[src/rtl/alu_pipe_if.sv]
// Handshake and operand/result bundle between operand fetch, alu_pipe and writeback.
interface alu_pipe_if #(
    parameter int unsigned WIDTH = 32
);
    logic             in_valid;
    logic             in_ready;
    logic [WIDTH-1:0] op_a;
    logic [WIDTH-1:0] op_b;
    logic [5:0]       op_code;
    logic             out_valid;
    logic             out_ready;
    logic [WIDTH-1:0] out_result;
    logic [3:0]       out_flags;
    logic             out_illegal;

    modport master (
        output in_valid, op_a, op_b, op_code, out_ready,
        input  in_ready, out_valid, out_result, out_flags, out_illegal
    );

    modport slave (
        input  in_valid, op_a, op_b, op_code, out_ready,
        output in_ready, out_valid, out_result, out_flags, out_illegal
    );
endinterface

[src/rtl/alu_pipe.sv]
// Registered ALU with valid/ready handshake, {Z,N,C,V} flags, variable shifts and an
// iterative shift-add multiplier (one step per cycle, WIDTH steps).
module alu_pipe #(
    parameter int unsigned WIDTH  = 32,
    parameter bit          MUL_EN = 1'b1
) (
    input logic       clk,
    input logic       rst_n,
    alu_pipe_if.slave bus
);
    localparam int unsigned SHW = $clog2(WIDTH);
    localparam logic [SHW-1:0] LastCnt = SHW'(WIDTH - 1);

    typedef enum logic [0:0] {StIdle, StMul} state_e;

    state_e           r_state, w_state_next;
    logic [WIDTH-1:0] r_mcand, r_mplier, r_acc;
    logic [SHW-1:0]   r_cnt;
    logic             r_out_valid, r_out_illegal;
    logic [WIDTH-1:0] r_out_result;
    logic [3:0]       r_out_flags;

    logic [SHW-1:0]   w_sh;
    logic [WIDTH-1:0] w_add_b;
    logic             w_add_cin;
    logic [WIDTH:0]   w_sum;
    logic             w_add_v;
    logic [WIDTH:0]   w_shl, w_shr, w_sra;
    logic [WIDTH-1:0] w_res;
    logic             w_c, w_v, w_ill, w_is_mul;
    logic [3:0]       w_flags;
    logic             w_out_free, w_in_ready, w_accept, w_mul_last, w_mul_done;
    logic [WIDTH-1:0] w_mul_sum;

    assign w_sh = bus.op_b[SHW-1:0];

    // One adder serves the whole add/sub group; subtraction is A + ~B + carry-in, so the
    // carry out is directly the "no borrow" flag.
    assign w_sum   = {1'b0, bus.op_a} + {1'b0, w_add_b} + {{WIDTH{1'b0}}, w_add_cin};
    assign w_add_v = (bus.op_a[WIDTH-1] == w_add_b[WIDTH-1]) &&
                     (w_sum[WIDTH-1] != bus.op_a[WIDTH-1]);

    // Extra bit on each shifter catches the last bit shifted out (0 when sh==0).
    assign w_shl = {1'b0, bus.op_a} << w_sh;
    assign w_shr = {bus.op_a, 1'b0} >> w_sh;
    assign w_sra = $signed({bus.op_a, 1'b0}) >>> w_sh;

    // Select the second adder operand and carry-in for the add/sub opcodes.
    always_comb begin
        w_add_b   = bus.op_b;
        w_add_cin = 1'b0;
        case (bus.op_code)
            6'b000010: w_add_cin = 1'b1;
            6'b000011: w_add_b   = WIDTH'(1);
            6'b000100: begin w_add_b = ~bus.op_b;        w_add_cin = 1'b1; end
            6'b000101: w_add_b   = ~bus.op_b;
            6'b000110: begin w_add_b = ~(WIDTH'(1));     w_add_cin = 1'b1; end
            default:   ;
        endcase
    end

    // Decode the single-cycle result, carry/overflow and illegal/MUL classification.
    always_comb begin
        w_res    = '0;
        w_c      = 1'b0;
        w_v      = 1'b0;
        w_ill    = 1'b0;
        w_is_mul = 1'b0;
        case (bus.op_code)
            6'b000000, 6'b000010, 6'b000011,
            6'b000100, 6'b000101, 6'b000110: begin
                w_res = w_sum[WIDTH-1:0];
                w_c   = w_sum[WIDTH];
                w_v   = w_add_v;
            end
            6'b001001: w_res = bus.op_b;
            6'b001101, 6'b011100: begin
                w_res = {bus.op_a[WIDTH-2:0], 1'b0};
                w_c   = bus.op_a[WIDTH-1];
            end
            6'b001110: begin
                w_res = {bus.op_a[WIDTH-1], bus.op_a[WIDTH-1:1]};
                w_c   = bus.op_a[0];
            end
            6'b001111: w_res = '0;
            6'b010000: w_res = '1;
            6'b010001: w_res = bus.op_a;
            6'b010010: w_res = ~bus.op_a;
            6'b010011: w_res = bus.op_a & bus.op_b;
            6'b010100: w_res = ~bus.op_a & bus.op_b;
            6'b010101: w_res = ~(bus.op_a & bus.op_b);
            6'b010110: w_res = bus.op_a | bus.op_b;
            6'b010111: w_res = ~bus.op_a | bus.op_b;
            6'b011000: w_res = ~(bus.op_a | bus.op_b);
            6'b011001: w_res = bus.op_a ^ bus.op_b;
            6'b011010: w_res = ~bus.op_a ^ bus.op_b;
            6'b011011: w_res = ~(bus.op_a ^ bus.op_b);
            6'b011101: begin
                w_res = {1'b0, bus.op_a[WIDTH-1:1]};
                w_c   = bus.op_a[0];
            end
            6'b011110: begin
                w_res = w_shl[WIDTH-1:0];
                w_c   = w_shl[WIDTH];
            end
            6'b011111: begin
                w_res = w_shr[WIDTH:1];
                w_c   = w_shr[0];
            end
            6'b100001: begin
                w_res = w_sra[WIDTH:1];
                w_c   = w_sra[0];
            end
            6'b100000: begin
                if (MUL_EN) w_is_mul = 1'b1;
                else        w_ill    = 1'b1;
            end
            default:   w_ill = 1'b1;
        endcase
    end

    assign w_flags    = {(w_res == '0), w_res[WIDTH-1], w_c, w_v};
    assign w_out_free = !r_out_valid || bus.out_ready;
    assign w_in_ready = (r_state == StIdle) && w_out_free;
    assign w_accept   = bus.in_valid && w_in_ready;
    assign w_mul_last = (r_state == StMul) && (r_cnt == LastCnt);
    // The final step only completes once the output register can take the product.
    assign w_mul_done = w_mul_last && w_out_free;
    assign w_mul_sum  = r_acc + (r_mplier[0] ? r_mcand : '0);

    // FSM state register.
    always_ff @(posedge clk or negedge rst_n) begin
        if (!rst_n) r_state <= StIdle;
        else        r_state <= w_state_next;
    end

    // FSM next state: enter MUL on an accepted multiply, leave once the product is stored.
    always_comb begin
        w_state_next = r_state;
        case (r_state)
            StIdle:  if (w_accept && w_is_mul) w_state_next = StMul;
            StMul:   if (w_mul_done)           w_state_next = StIdle;
            default: w_state_next = StIdle;
        endcase
    end

    // Multiplier datapath: latch operands at accept, then one shift-add step per cycle.
    always_ff @(posedge clk or negedge rst_n) begin
        if (!rst_n) begin
            r_mcand  <= '0;
            r_mplier <= '0;
            r_acc    <= '0;
            r_cnt    <= '0;
        end else if (w_accept && w_is_mul) begin
            r_mcand  <= bus.op_a;
            r_mplier <= bus.op_b;
            r_acc    <= '0;
            r_cnt    <= '0;
        end else if ((r_state == StMul) && !w_mul_last) begin
            r_acc    <= w_mul_sum;
            r_mcand  <= r_mcand << 1;
            r_mplier <= r_mplier >> 1;
            r_cnt    <= r_cnt + 1'b1;
        end
    end

    // Output register: load a single-cycle result or the finished product, else drain.
    always_ff @(posedge clk or negedge rst_n) begin
        if (!rst_n) begin
            r_out_valid   <= 1'b0;
            r_out_result  <= '0;
            r_out_flags   <= '0;
            r_out_illegal <= 1'b0;
        end else if (w_accept && !w_is_mul) begin
            r_out_valid   <= 1'b1;
            r_out_result  <= w_res;
            r_out_flags   <= w_flags;
            r_out_illegal <= w_ill;
        end else if (w_mul_done) begin
            r_out_valid   <= 1'b1;
            r_out_result  <= w_mul_sum;
            r_out_flags   <= {(w_mul_sum == '0), w_mul_sum[WIDTH-1], 2'b00};
            r_out_illegal <= 1'b0;
        end else if (bus.out_ready) begin
            r_out_valid   <= 1'b0;
        end
    end

    assign bus.in_ready    = w_in_ready;
    assign bus.out_valid   = r_out_valid;
    assign bus.out_result  = r_out_result;
    assign bus.out_flags   = r_out_flags;
    assign bus.out_illegal = r_out_illegal;
endmodule

[src/flat_wrapper.sv]
// flat-port wrapper written by rule: the top's interface ports become plain ports
module alu_pipe_flat 
#(
    parameter int unsigned WIDTH  = 32,
    parameter bit          MUL_EN = 1'b1
)
  (clk, rst_n, bus_in_valid, bus_op_a, bus_op_b, bus_op_code, bus_out_ready, bus_in_ready, bus_out_valid, bus_out_result, bus_out_flags, bus_out_illegal);
  alu_pipe_if #(.WIDTH(WIDTH)) bus_i ();
  input logic clk;
  input logic rst_n;
  input wire logic [$bits(bus_i.in_valid)-1:0] bus_in_valid;
  input wire logic [$bits(bus_i.op_a)-1:0] bus_op_a;
  input wire logic [$bits(bus_i.op_b)-1:0] bus_op_b;
  input wire logic [$bits(bus_i.op_code)-1:0] bus_op_code;
  input wire logic [$bits(bus_i.out_ready)-1:0] bus_out_ready;
  output wire logic [$bits(bus_i.in_ready)-1:0] bus_in_ready;
  output wire logic [$bits(bus_i.out_valid)-1:0] bus_out_valid;
  output wire logic [$bits(bus_i.out_result)-1:0] bus_out_result;
  output wire logic [$bits(bus_i.out_flags)-1:0] bus_out_flags;
  output wire logic [$bits(bus_i.out_illegal)-1:0] bus_out_illegal;
  assign bus_i.in_valid = bus_in_valid;
  assign bus_i.op_a = bus_op_a;
  assign bus_i.op_b = bus_op_b;
  assign bus_i.op_code = bus_op_code;
  assign bus_i.out_ready = bus_out_ready;
  assign bus_in_ready = bus_i.in_ready;
  assign bus_out_valid = bus_i.out_valid;
  assign bus_out_result = bus_i.out_result;
  assign bus_out_flags = bus_i.out_flags;
  assign bus_out_illegal = bus_i.out_illegal;
  alu_pipe #(.WIDTH(WIDTH), .MUL_EN(MUL_EN)) u_core (.clk(clk), .rst_n(rst_n), .bus(bus_i));
endmodule
[config.mk]
export PLATFORM = sky130hd
export DESIGN_NAME = alu_pipe_flat
export DESIGN_NICKNAME = d
export VERILOG_FILES = /design/src/rtl/alu_pipe_if.sv /design/src/rtl/alu_pipe.sv /design/src/flat_wrapper.sv
export SDC_FILE = /design/constraint.sdc
export NUM_CORES = 1
export LEC_CHECK = 0
export CAP_MARGIN = 20
export CORE_MARGIN = 10
export CORE_UTILIZATION = 35
export CTS_CLUSTER_SIZE = 24
export DETAILED_ROUTE_END_ITERATION = 10
export DONT_BUFFER_PORTS = 1
export GPL_ROUTABILITY_DRIVEN = 1
export HOLD_SLACK_MARGIN = 0.02
export SYNTH_ARGS = -nofsm -noshare
export SYNTH_HDL_FRONTEND = slang
export SYNTH_SLANG_ARGS = --single-unit
[constraint.sdc]
create_clock -name clk -period 6.6 [get_ports clk]
set_clock_uncertainty 0.2 [all_clocks]
set_input_delay 0.66 -clock clk [delete_from_list [all_inputs] [get_ports clk]]
set_output_delay 0.66 -clock clk [all_outputs]
set_load 0.02 [all_outputs]
==> impl_metrics.json <==
{
  "nNetsFinal": 2603,
  "worst-endpoint-arrival_ns": 5.74,
  "drt_iter0_drc": 3090,
  "grt_max_degree": 140,
  "start_kind": "input port",
  "cts-root-buf": "clkbuf_16",
  "drv_cap": 0,
  "gp_congestion": 1.04,
  "antenna_found_initial": 2,
  "dieArea_mm2": 0.0633,
  "layout.cells.non_filler": 3038,
  "clk_path_buf_depth": 2,
  "clock_latency_ns": 0.46,
  "crit_family": "simple AND/OR/NAND/NOR gates",
  "wl_per_cell_um": 32.0,
  "top_usage_layer": "met2",
  "combPwrFrac": 0.429,
  "grt_pass1_wl_mm": 140,
  "outcome": "finished clean",
  "cp_data_required_time_ns": 6.75,
  "synth.avg_cell_area_um2": 7.59,
  "synth_enable_flop_cells": 0,
  "peakVddDrop_v": 0.000210,
  "p_leak_nw": 8.68,
  "p_sw_frac": 0.456,
  "synth.largest_area_cell": "dfrtp_1",
  "die_x_um": 252,
  "rsz0062_at_grt": "no",
  "fmax_ghz": 0.179,
  "hpwlAfterDp_mm": 70.3,
  "grt_pass1_vias": 19734,
  "num_rows": 84,
  "drt_wl_total_mm": 97.3,
  "cts_sinks": 139,
  "seq_power_share": 0.355,
  "drt_pass1_iterations": 7,
  "crit_path_top_delay_cell": "a2111oi_0",
  "yosysTopAreaCellShare": 0.185,
  "synthesis.instances": 2473,
  "htree_levels": 4,
  "crit_fanout": 23,
  "fp.dieH_um": 252,
  "met1_usage": 0.361,
  "synth_area_mm2": 0.0188,
  "path_cells": "nand2_1 -> o21ai_0 -> nand2_1 -> buf_4 -> o22a_1 -> ha_1 -> mux2i_1 -> nor2_1 -> a2111oi_0 -> nand4_1 -> a2111oi_0 -> nand3_1 -> nand2b_1 -> or4_1 -> nor2_1 -> a22oi_1 -> o31ai_1",
  "vias_per_cell": 6.81,
  "clkSlewWorstSetupHoldPaths_ns": 0.07,
  "final_max_slew_viol_count": 0,
  "ant_nets": 0,
  "drc_errors": 0,
  "maxSlewHeadroom": 0.185,
  "coreArea_mm2": 0.0529,
  "start_util": 0.355,
  "postCtsSetupBuffers": 0,
  "setup_violations": 0,
  "cts_buffers": 17,
  "synth_warnings": 0,
  "portBuffers": 0,
  "crit_buf_inv": 1,
  "min_period_ns": 5.59,
  "switching_power_mw": 2.00,
  "ys_ff_latch": 139,
  "hold_path_class": "input port to register",
  "use_met2": 0.455,
  "path_class": "input port to register",
  "synthDistinctLibCells": 93,
  "area_delta_synth_final_pct": 5.68,
  "pwr-share-clk": 0.216,
  "yosys-top-cells-count": "nand2_1, nor2_1, ha_1",
  "yosysMostFrequentCell": "nand2_1",
  "ios": 113,
  "hold_viol": 0,
  "cpPeakStageDelay_ns": 0.62,
  "fin_tns_setup_ns": 0,
  "cp-end-kind": "register",
  "grt-ovfl-total": 0,
  "vias": 20690,
  "synth-seq-area-share": 0.185,
  "synth_area_leaders": "dfrtp_1, ha_1, nand2_1",
  "min_period_over_period": 0.847,
  "grt_usage": 0.297,
  "worst_slew_pin_slew_ns": 1.21,
  "drive_gt1_frac": 0.0801,
  "power_density_mw_per_mm2": 221,
  "synth_async_sr_flop_share": 1.00,
  "grt_util_met3": 0.0889,
  "synth_nets": 2742,
  "dp_cells": 3001,
  "synth_ff_type": "dfrtp_1",
  "internal_power_mw": 2.38,
  "cts_tree": "built"
}
==> flip-flops by register name, indices dropped and copies added, names as in the netlist <==
signal,flops
u_core.r_acc,32
u_core.bus.out_result,31
u_core.bus.out_flags,4
u_core.r_mplier,32
u_core.r_state,1
u_core.bus.out_valid,1
u_core.r_mcand,32
u_core.bus.out_illegal,1
u_core.r_cnt,5
==> per-stage QoR <==
stage,total power [mW],utilization,worst slack (ns),hold slack (ns),instance area [um2]
finish,4.38,0.375,1.01,0.125,19800
global route,4.65,0.375,0.658,0.136,19800
CTS,4.36,0.375,1.20,0.110,19800
detailed placement,3.39,0.364,0.746,0.169,19300
global placement,3.35,0.364,0.956,0.169,19300
floorplan,2.83,-,1.41,0.164,18800
==> final cells by class <==
class	instances	area [um2]
clock inverters	13	119
clock buffers	18	429
fillers	5562	33000
flip-flops and latches	139	3480
diodes	4	10.0
inverters	88	330
repair buffers	50	398
well taps	688	861
multi-input cells	2038	14200
==> power by group through the flow <==
stage,Clock (mW),Combinational (mW),Sequential [mW]
final,0.944,1.88,1.56
after detailed placement,0,1.82,1.57
after global placement,0,1.78,1.56
after CTS,0.955,1.85,1.56
after floorplan,0,1.40,1.43
after global routing,0.992,2.06,1.60
==> worst reg2reg max path, cell delays in order (launching register included) <==
cell      delay (ns)
dfrtp_1         0.72
and2_1          0.33
ha_1            0.23
fa_1            0.46
a211oi_1        0.33
o21ai_1         0.17
a21oi_1         0.32
a21oi_1         0.26
a311oi_1        0.53
inv_1           0.12
a221o_1         0.34
a21oi_1         0.17
xor2_1          0.36
nor2b_1         0.19
nand4_1         0.12
o31ai_1         0.25
==> logic make-up after synthesis <==
group / Yosys count / synth area share
mux: 119 / 0.0821
compound gates: 820 / 0.306
buf+inv: 296 / 0.0632
simple gates: 854 / 0.210
xor+xnor: 50 / 0.0233
flops: 139 / 0.185
fa+ha+maj: 195 / 0.131
==> final timing paths <==
path / from / endpoint / slack (ns) / cells past startpoint
min in group asynchronous: rst_n / u_core.r_mplier[23] / 0.54 / 2
worst min register to register: u_core.r_mplier[8] / u_core.r_mplier[8] / 0.28 / 2
worst min-delay path: bus_op_a[0] / u_core.r_mcand[0] / 0.12 / 2
worst max register to register: u_core.r_mplier[0] / u_core.bus.out_flags[3] / 1.37 / 15
worst max-delay path: bus_op_code[1] / u_core.bus.out_flags[3] / 1.01 / 17
max in group asynchronous: rst_n / u_core.bus.out_result[10] / 4.91 / 2
==> routing by layer <==
| metal | up-vias | share of wire |
|---|---|---|
| met5 | - | 0.00059 |
| met4 | 4 | 0.065 |
| met3 | 333 | 0.11 |
| met2 | 1331 | 0.44 |
| met1 | 10040 | 0.39 |
| li1 | 8982 | - |
==> cell usage in the layout, fill, tap and decap left out, types with 34 or more instances in the layout <==
| master | instances |
|---|---|
| dfrtp_1 | 139 |
| and2_1 | 37 |
| a22oi_1 | 98 |
| inv_1 | 86 |
| nor2_1 | 201 |
| a21oi_1 | 150 |
| a211oi_1 | 34 |
| o211ai_1 | 35 |
| mux2i_1 | 52 |
| nand2_1 | 360 |
| ha_1 | 192 |
| mux2_2 | 41 |
| nand3_1 | 51 |
| o21ai_0 | 126 |
| o22ai_1 | 62 |
| buf_4 | 48 |
==> what timing repair did <==
item / CTS / global route
gates resized for setup: 0 / 0
hold endpoints to repair: 139 / 0
hold buffers: 2 / 0
No activity file was read; power rests on OpenSTA's default activity.
